<file path="config.mk">
export PLATFORM = sky130hd
export DESIGN_NAME = song_reader
export DESIGN_NICKNAME = d
export VERILOG_FILES = /design/src/rtl/song_reader.sv
export SDC_FILE = /design/constraint.sdc
export NUM_CORES = 1
export LEC_CHECK = 0
export BUFFER_PORTS_ARGS = -buffer_cell sky130_fd_sc_hd__buf_2
export CAP_MARGIN = 0
export CELL_PAD_IN_SITES_DETAIL_PLACEMENT = 1
export CELL_PAD_IN_SITES_GLOBAL_PLACEMENT = 1
export CORE_MARGIN = 8
export CORE_UTILIZATION = 25
export DETAILED_ROUTE_END_ITERATION = 10
export GPL_ROUTABILITY_DRIVEN = 0
export HOLD_SLACK_MARGIN = 0.03
export PLACE_DENSITY_LB_ADDON = 0.1
export SKIP_CTS_REPAIR_TIMING = 1
export SYNTH_ARGS = -nofsm -noshare
export SYNTH_HDL_FRONTEND = slang
export SYNTH_SLANG_ARGS = --single-unit
</file>
<file path="constraint.sdc">
create_clock -name clk -period 2.47 [get_ports clk]
set_input_delay 0.494 -clock clk [delete_from_list [all_inputs] [get_ports clk]]
set_output_delay 0.494 -clock clk [all_outputs]
set_load 0.02 [all_outputs]
</file>
<file path="src/rtl/song_reader.sv">
// Song sequencer: walks up to 32 {note, duration} words of the selected song out of a
// synchronous ROM, handing each note to the player and waiting for it to finish.
module song_reader #(
  parameter int unsigned NOTE_W = 6,
  parameter int unsigned DUR_W  = 6
) (
  input  logic                    clk,
  input  logic                    reset,
  input  logic                    play,
  input  logic                    reset_player,
  input  logic [1:0]              song,
  input  logic                    note_done,
  output logic [6:0]              rom_addr,
  input  logic [NOTE_W+DUR_W-1:0] rom_data,
  output logic [NOTE_W-1:0]       note,
  output logic [DUR_W-1:0]        duration,
  output logic                    new_note,
  output logic                    song_done
);

  typedef enum logic [2:0] {
    StIdle,
    StFetch,
    StEmit,
    StWaitNote,
    StDone
  } state_e;

  state_e            state_q, state_d;
  logic [4:0]        idx_q, idx_d;
  logic              pending_q, pending_d;
  logic [NOTE_W-1:0] note_q, note_d;
  logic [DUR_W-1:0]  dur_q, dur_d;
  logic              new_note_q, new_note_d;

  logic [NOTE_W-1:0] rom_note;
  logic [DUR_W-1:0]  rom_dur;

  assign rom_note  = rom_data[NOTE_W+DUR_W-1:DUR_W];
  assign rom_dur   = rom_data[DUR_W-1:0];

  // Song select feeds the address directly so a song change is seen by the next fetch.
  assign rom_addr  = {song, idx_q};
  assign note      = note_q;
  assign duration  = dur_q;
  assign new_note  = new_note_q;
  assign song_done = (state_q == StDone);

  always_comb begin
    state_d    = state_q;
    idx_d      = idx_q;
    pending_d  = pending_q;
    note_d     = note_q;
    dur_d      = dur_q;
    new_note_d = 1'b0;

    unique case (state_q)
      StIdle: begin
        if (play) state_d = StFetch;
      end
      StFetch: begin
        if (play) state_d = StEmit;
      end
      StEmit: begin
        if (play) begin
          if (rom_dur == '0) begin
            state_d = StDone;
          end else begin
            note_d     = rom_note;
            dur_d      = rom_dur;
            new_note_d = 1'b1;
            state_d    = StWaitNote;
          end
        end
      end
      StWaitNote: begin
        if (play && (note_done || pending_q)) begin
          pending_d = 1'b0;
          if (idx_q == 5'd31) begin
            state_d = StDone;
          end else begin
            idx_d   = idx_q + 5'd1;
            state_d = StFetch;
          end
        end else if (note_done && !play) begin
          // Remember a finish that arrives while paused; consumed once play resumes.
          pending_d = 1'b1;
        end
      end
      StDone: begin
        idx_d     = 5'd0;
        pending_d = 1'b0;
        state_d   = StIdle;
      end
      default: state_d = StIdle;
    endcase

    if (reset_player) begin
      state_d    = StIdle;
      idx_d      = 5'd0;
      pending_d  = 1'b0;
      note_d     = '0;
      dur_d      = '0;
      new_note_d = 1'b0;
    end
  end

  always_ff @(posedge clk or posedge reset) begin
    if (reset) begin
      state_q    <= StIdle;
      idx_q      <= 5'd0;
      pending_q  <= 1'b0;
      note_q     <= '0;
      dur_q      <= '0;
      new_note_q <= 1'b0;
    end else begin
      state_q    <= state_d;
      idx_q      <= idx_d;
      pending_q  <= pending_d;
      note_q     <= note_d;
      dur_q      <= dur_d;
      new_note_q <= new_note_d;
    end
  end

endmodule

</file>
======== Word level (Yosys, flattened, before mapping) ========
Cells that the tools add are included.
storage, ports and cells
  memories ................................ 0
  register bits ........................... 22
  bits in latches ......................... 0
  input bits .............................. 19
  output and inout port bits .............. 21
  bits in writable memories ............... 0
  memory bits (read-only) ................. 0
  logic and storage cells ................. 60
operators by class
  div/mod/pow operators ................... 0
  reductions and logical operators ........ 13
  muxes and demuxes ....................... 28
  equality and inequality tests ........... 12
  order comparisons ....................... 0
  shift operators ......................... 0
  add/subtract/negate cells ............... 1
  $mul .................................... 0
  bitwise logic cells ..................... 0
operators by type and width
  operator                                        number
  two-way mux 6 bit                               8
  two-way mux 3 bit                               7
  two-way mux 5 bit                               3
  inequality test 3 bit (second input constant)   5
  one-hot mux 3 bit (4 select lines)              1
  one-hot mux 5 bit (2 select lines)              1
  two-way mux 1 bit                               7
  == test 3 x 2 -> 1 bit (second input constant)  2
  logical NOT 6 bit                               1
  AND reduction 3 bit                             2
  adder 5 x 1 -> 5 bit (second input constant)    1
  == test 5 bit (second input constant)           1
  inequality test 4 bit (second input constant)   1
  AND reduction 4 bit                             1
  nonzero test 2 bit                              2
  == test 3 x 1 -> 1 bit (second input constant)  1
  == test 3 bit (second input constant)           1
  logical NOT 3 bit                               1
  nonzero test 3 bit                              1
  logical AND 1 bit                               2
  inequality test 2 bit (second input constant)   1
  one-hot mux 1 bit (2 select lines)              1
  AND reduction 2 bit                             1
  logical NOT 1 bit                               1
  logical OR 1 bit                                1

======== Depth between registers and ports, before layout ========
  depth in word-level cells ............... 6
  gate-level depth with buffers ........... 7
  mapped depth without buffers ............ 6

======== Worst setup path after synthesis ========
No wires, ideal clock.
  path type ............................... register -> register
  start ................................... register idx_q[0]
  end ..................................... register idx_q[0]
  arrival time ............................ 1.820 ns
  library setup time ...................... 0.077 ns
  setup slack ............................. 0.572 ns
  path buffers ............................ 1
  required time ........................... 2.393 ns
  period minus slack after synthesis ...... 1.898 ns
  stages on the path, launching flop included .. 7
  cells stage by stage .................... dfrtp_1 -> ha_1 -> and3_1 -> ha_1 -> clkbuf_1 -> or4_1 -> a21oi_1
between the ends
  word-level cells in the longest chain between the ends .. 5
  elaborated cells between the ends (all ways) .. 8
ends and longest elaborated chain
  what                                RTL line  RTL
  from (decl)                         30        logic [4:0] idx_q, idx_d;
  from (signal assigned)              118       idx_q <= idx_d;
  adder 5 x 1 -> 5 bit                82        idx_d = idx_q + 5'd1;
  two-way mux 5 bit                   79        if (idx_q == 5'd31) begin
  two-way mux 5 bit                   77        if (play && (note_done || pending_q)) begin
  one-hot mux 5 bit (2 select lines)  57        unique case (state_q)
  two-way mux 5 bit                   98        if (reset_player) begin
Parallel ways exist; a longest one is shown, timed or not. The select of a mux whose other input is x is not followed.
A chain may end at the register's enable or synchronous reset.

======== Worst setup path after layout ========
  start ................................... register state_q[2]
  end ..................................... output song_done
between the ends
  word-level cells in the longest chain between the ends .. 1
ends and longest elaborated chain
  what                    RTL line  RTL
  from (decl)             29        state_e state_q, state_d;
  from (signal assigned)  110       state_q <= StIdle;
  from (signal assigned)  117       state_q <= state_d;
  == test 3 bit           47        assign song_done = (state_q == StDone);
  to (decl)               18        output logic song_done
No other way between the ends.

==> summary.txt <==
Detailed routing
  • Wire per inst: 16.92 µm
  • First-iteration detailed-routing DRC count: 34
  • Vias/cell: 5.056
  • Antenna-violating nets left: 0
  • Detailed Route WL: 3334 µm
  • DRT Pass-1 Iters: 4
  • Via count: 996
  • Remaining DRCs: 0

Synthesis
  • Commonest cells in the netlist: 22 x dfrtp_1, 13 x nand2b_1, 12 x o2bb2ai_1
  • Yosys top cell by area: dfrtp_1
  • #FFs+latches synth: 22
  • Count leader, synth: dfrtp_1
  • Number of synthesis warnings: 0
  • Sequential-to-total area share from yosys stat: 46.51%
  • Post-Syn Area per Cell: 10.66 µm²
  • Post-synth top area share: 46.51%
  • Post-synth top flop: dfrtp_1
  • Synth Instances: 111
  • Top cells by area, synth: dfrtp_1 47%, o2bb2ai_1 8.9%, nand2b_1 6.9%
  • Number of synthesized flops with an enable pin: 0
  • Cell Area, Synth: 1184 µm²
  • Syn nets: 132
  • Share of flip-flops with an asynchronous set or reset: 100.0%
  • Unique masters post-synth: 36

STA
  • RSZ-0062 raised after global routing: no
  • Slew Limit Headroom: 47.87%
  • Tightest Pin Transition: 0.7737 ns
  • Pins over their slew limit: 0
  • Clock skew: 0.006840 ns
  • Setup Viol. Count Final: 0
  • Tcrit/Tclk final: 83.02%
  • Minimum clock period: 2.051 ns
  • Final setup TNS: 0 ns
  • Hold Fails Final Rpt: 0
  • F_max: 487.6 MHz

Global route
  • Initial antenna violation count: 0
  • Overall Global Routing Usage: 9.748%
  • Grt ovf: 0
  • Global-route wire length before repair: 5740 µm
  • Maximum number of pins on one net before global-route repair: 23
  • Vias in the first global route: 1109

Clock tree
  • Skew-Pair Late Insertion Delay: 0.26 ns
  • CTS max path bufs: 2
  • Worst-path clk slew: 0.08 ns
  • Clock sinks: 22
  • Htree depth: 1
  • CTS tree: done
  • CTS buffer count: 3
  • Clk Tree Root Cell: clkbuf_8

Worst setup path
  • Critical path type: reg2out
  • Startpoint types: register
  • Required time of the critical path: 1.98 ns
  • CP Max Fanout: 9
  • Reg-to-reg setup timing slack: 0.58 ns
  • Crit path DAT: 1.56 ns
  • Crit end category: output pin

Placement
  • Dpl hpwl: 2479 µm
  • # port buffers: 35
  • Placed Area: 1385 µm²

Die
  • IO Count: 40
  • Chip Height: 84.81 µm
  • Effective utilization at floorplan: 25.57%
  • Core area: 4629 µm²
  • Die Area: 7192 µm²
  • Rows: 25
  • Die extent in x: 84.81 µm

Worst hold path
  • Hold WC Path Type: in2async

Power and ir drop
  • P_int: 0.0005507 W
  • Peak VDD IR: 0.3051 mV
  • Register share of total power: 51.6%
  • Switching Share: 25.16%
  • Clock power share: 35.0%
  • Sw power: 0.0001851 W
  • Pwr per Cell Area: 510.9 nW/µm²
  • Comb power frac: 13.5%
  • Overall power: 0.0007358 W
  • Lkg Pwr: 0.6982 nW

Layout
  • Ant. Diodes: 0
  • Final-stage net count: 165
  • Design Area, Final: 1440 µm²
  • Fraction of layout cells with a size suffix above 1: 33.57%
  • Area delta synth->final: 21.67%

Flow run
  • Max Cap Viol: 0

Status
  • Outcome: complete, no violations
[cells by family after synthesis]
family	count (synthesis)	synth area share, %
adders and majority gates	2	2.114
buffers and inverters	16	7.293
and+or+nand+nor	38	21.57
muxes	2	1.691
AOI/OAI and AO/OA	31	20.82
DFF	22	46.51
[sequential cells by signal (all words and copies together) (netlist names)]
register,flops
note,6
new_note,1
pending_q,1
duration,6
state_q,3
idx_q,5
[worst max-delay path: stages, from the launching register on]
cell and delay, ns:
dfrtp_1 0.49, or3b_2 0.58, inv_1 0.08, buf_2 0.16
[cells in the final DEF (no fill, tap or decap), drive strengths merged, types with 2 or more instances in the layout]
master   netlist  layout
a21oi          4       4
a311oi         2       2
buf            7      38
clkbuf         3       4
dfrtp         22      22
ha             2       2
inv            6       6
mux2i          2       2
nand2          2       2
nand2b        13      13
nand3          2       2
nand3b         4       4
nand4          3       3
o211a          2       2
o211ai         3       3
o2bb2ai       12      12
o31ai          3       3
or3b           3       3
or4            2       2
[final cells by class]
type	instances	area, µm²
clock buffer	4	55.05
fill	543	3189
inverter	6	22.52
multi-input combinational	73	546.8
sequential	22	550.5
tap	54	67.56
timing repair buffer	38	197.7
[stage by stage]
step | setup WS (ns) | instances | hold WS [ns] | util (%)
global placement | 0.5765 | 193 | 0.5303 | 29.92
global route | 0.3362 | 197 | 0.2742 | 31.11
CTS | 0.4135 | 197 | 0.2660 | 31.11
detailed placement | 0.5369 | 193 | 0.5353 | 29.92
floorplan | 0.5724 | 111 | 0.4832 | -
finish | 0.4193 | 197 | 0.2569 | 31.11
[layer usage]
metal	vias up	global-route usage (%)	part of all wire, %	wire length, µm
met5	-	0	0	0
met1	492	12.05	47	1579
li1	478	-	-	-
met3	4	3.805	5.6	187
met4	0	1.618	0.69	23
met2	22	15.75	46	1544
[path summary, 6_finish.rpt]
kind,startpoint,depth (start not counted),end
min in group clk,rom_data[6],2,note[0]
min reg2reg,note[0],2,note[0]
max reg2reg,idx_q[0],5,idx_q[0]
max in group asynchronous,reset,3,state_q[1]
min,reset,3,new_note
max,state_q[2],3,song_done
[power by group through the flow]
stage | Sequential [W] | Combinational (W) | Clock (W)
after floorplan | 0.000390 | 0.0000615 | 0
after global placement | 0.000386 | 0.0000986 | 0
after detailed placement | 0.000387 | 0.000101 | 0
after CTS | 0.000380 | 0.000101 | 0.000272
after global routing | 0.000382 | 0.000110 | 0.000290
final | 0.000379 | 0.0000990 | 0.000257
(Power assumes the default switching activity.)
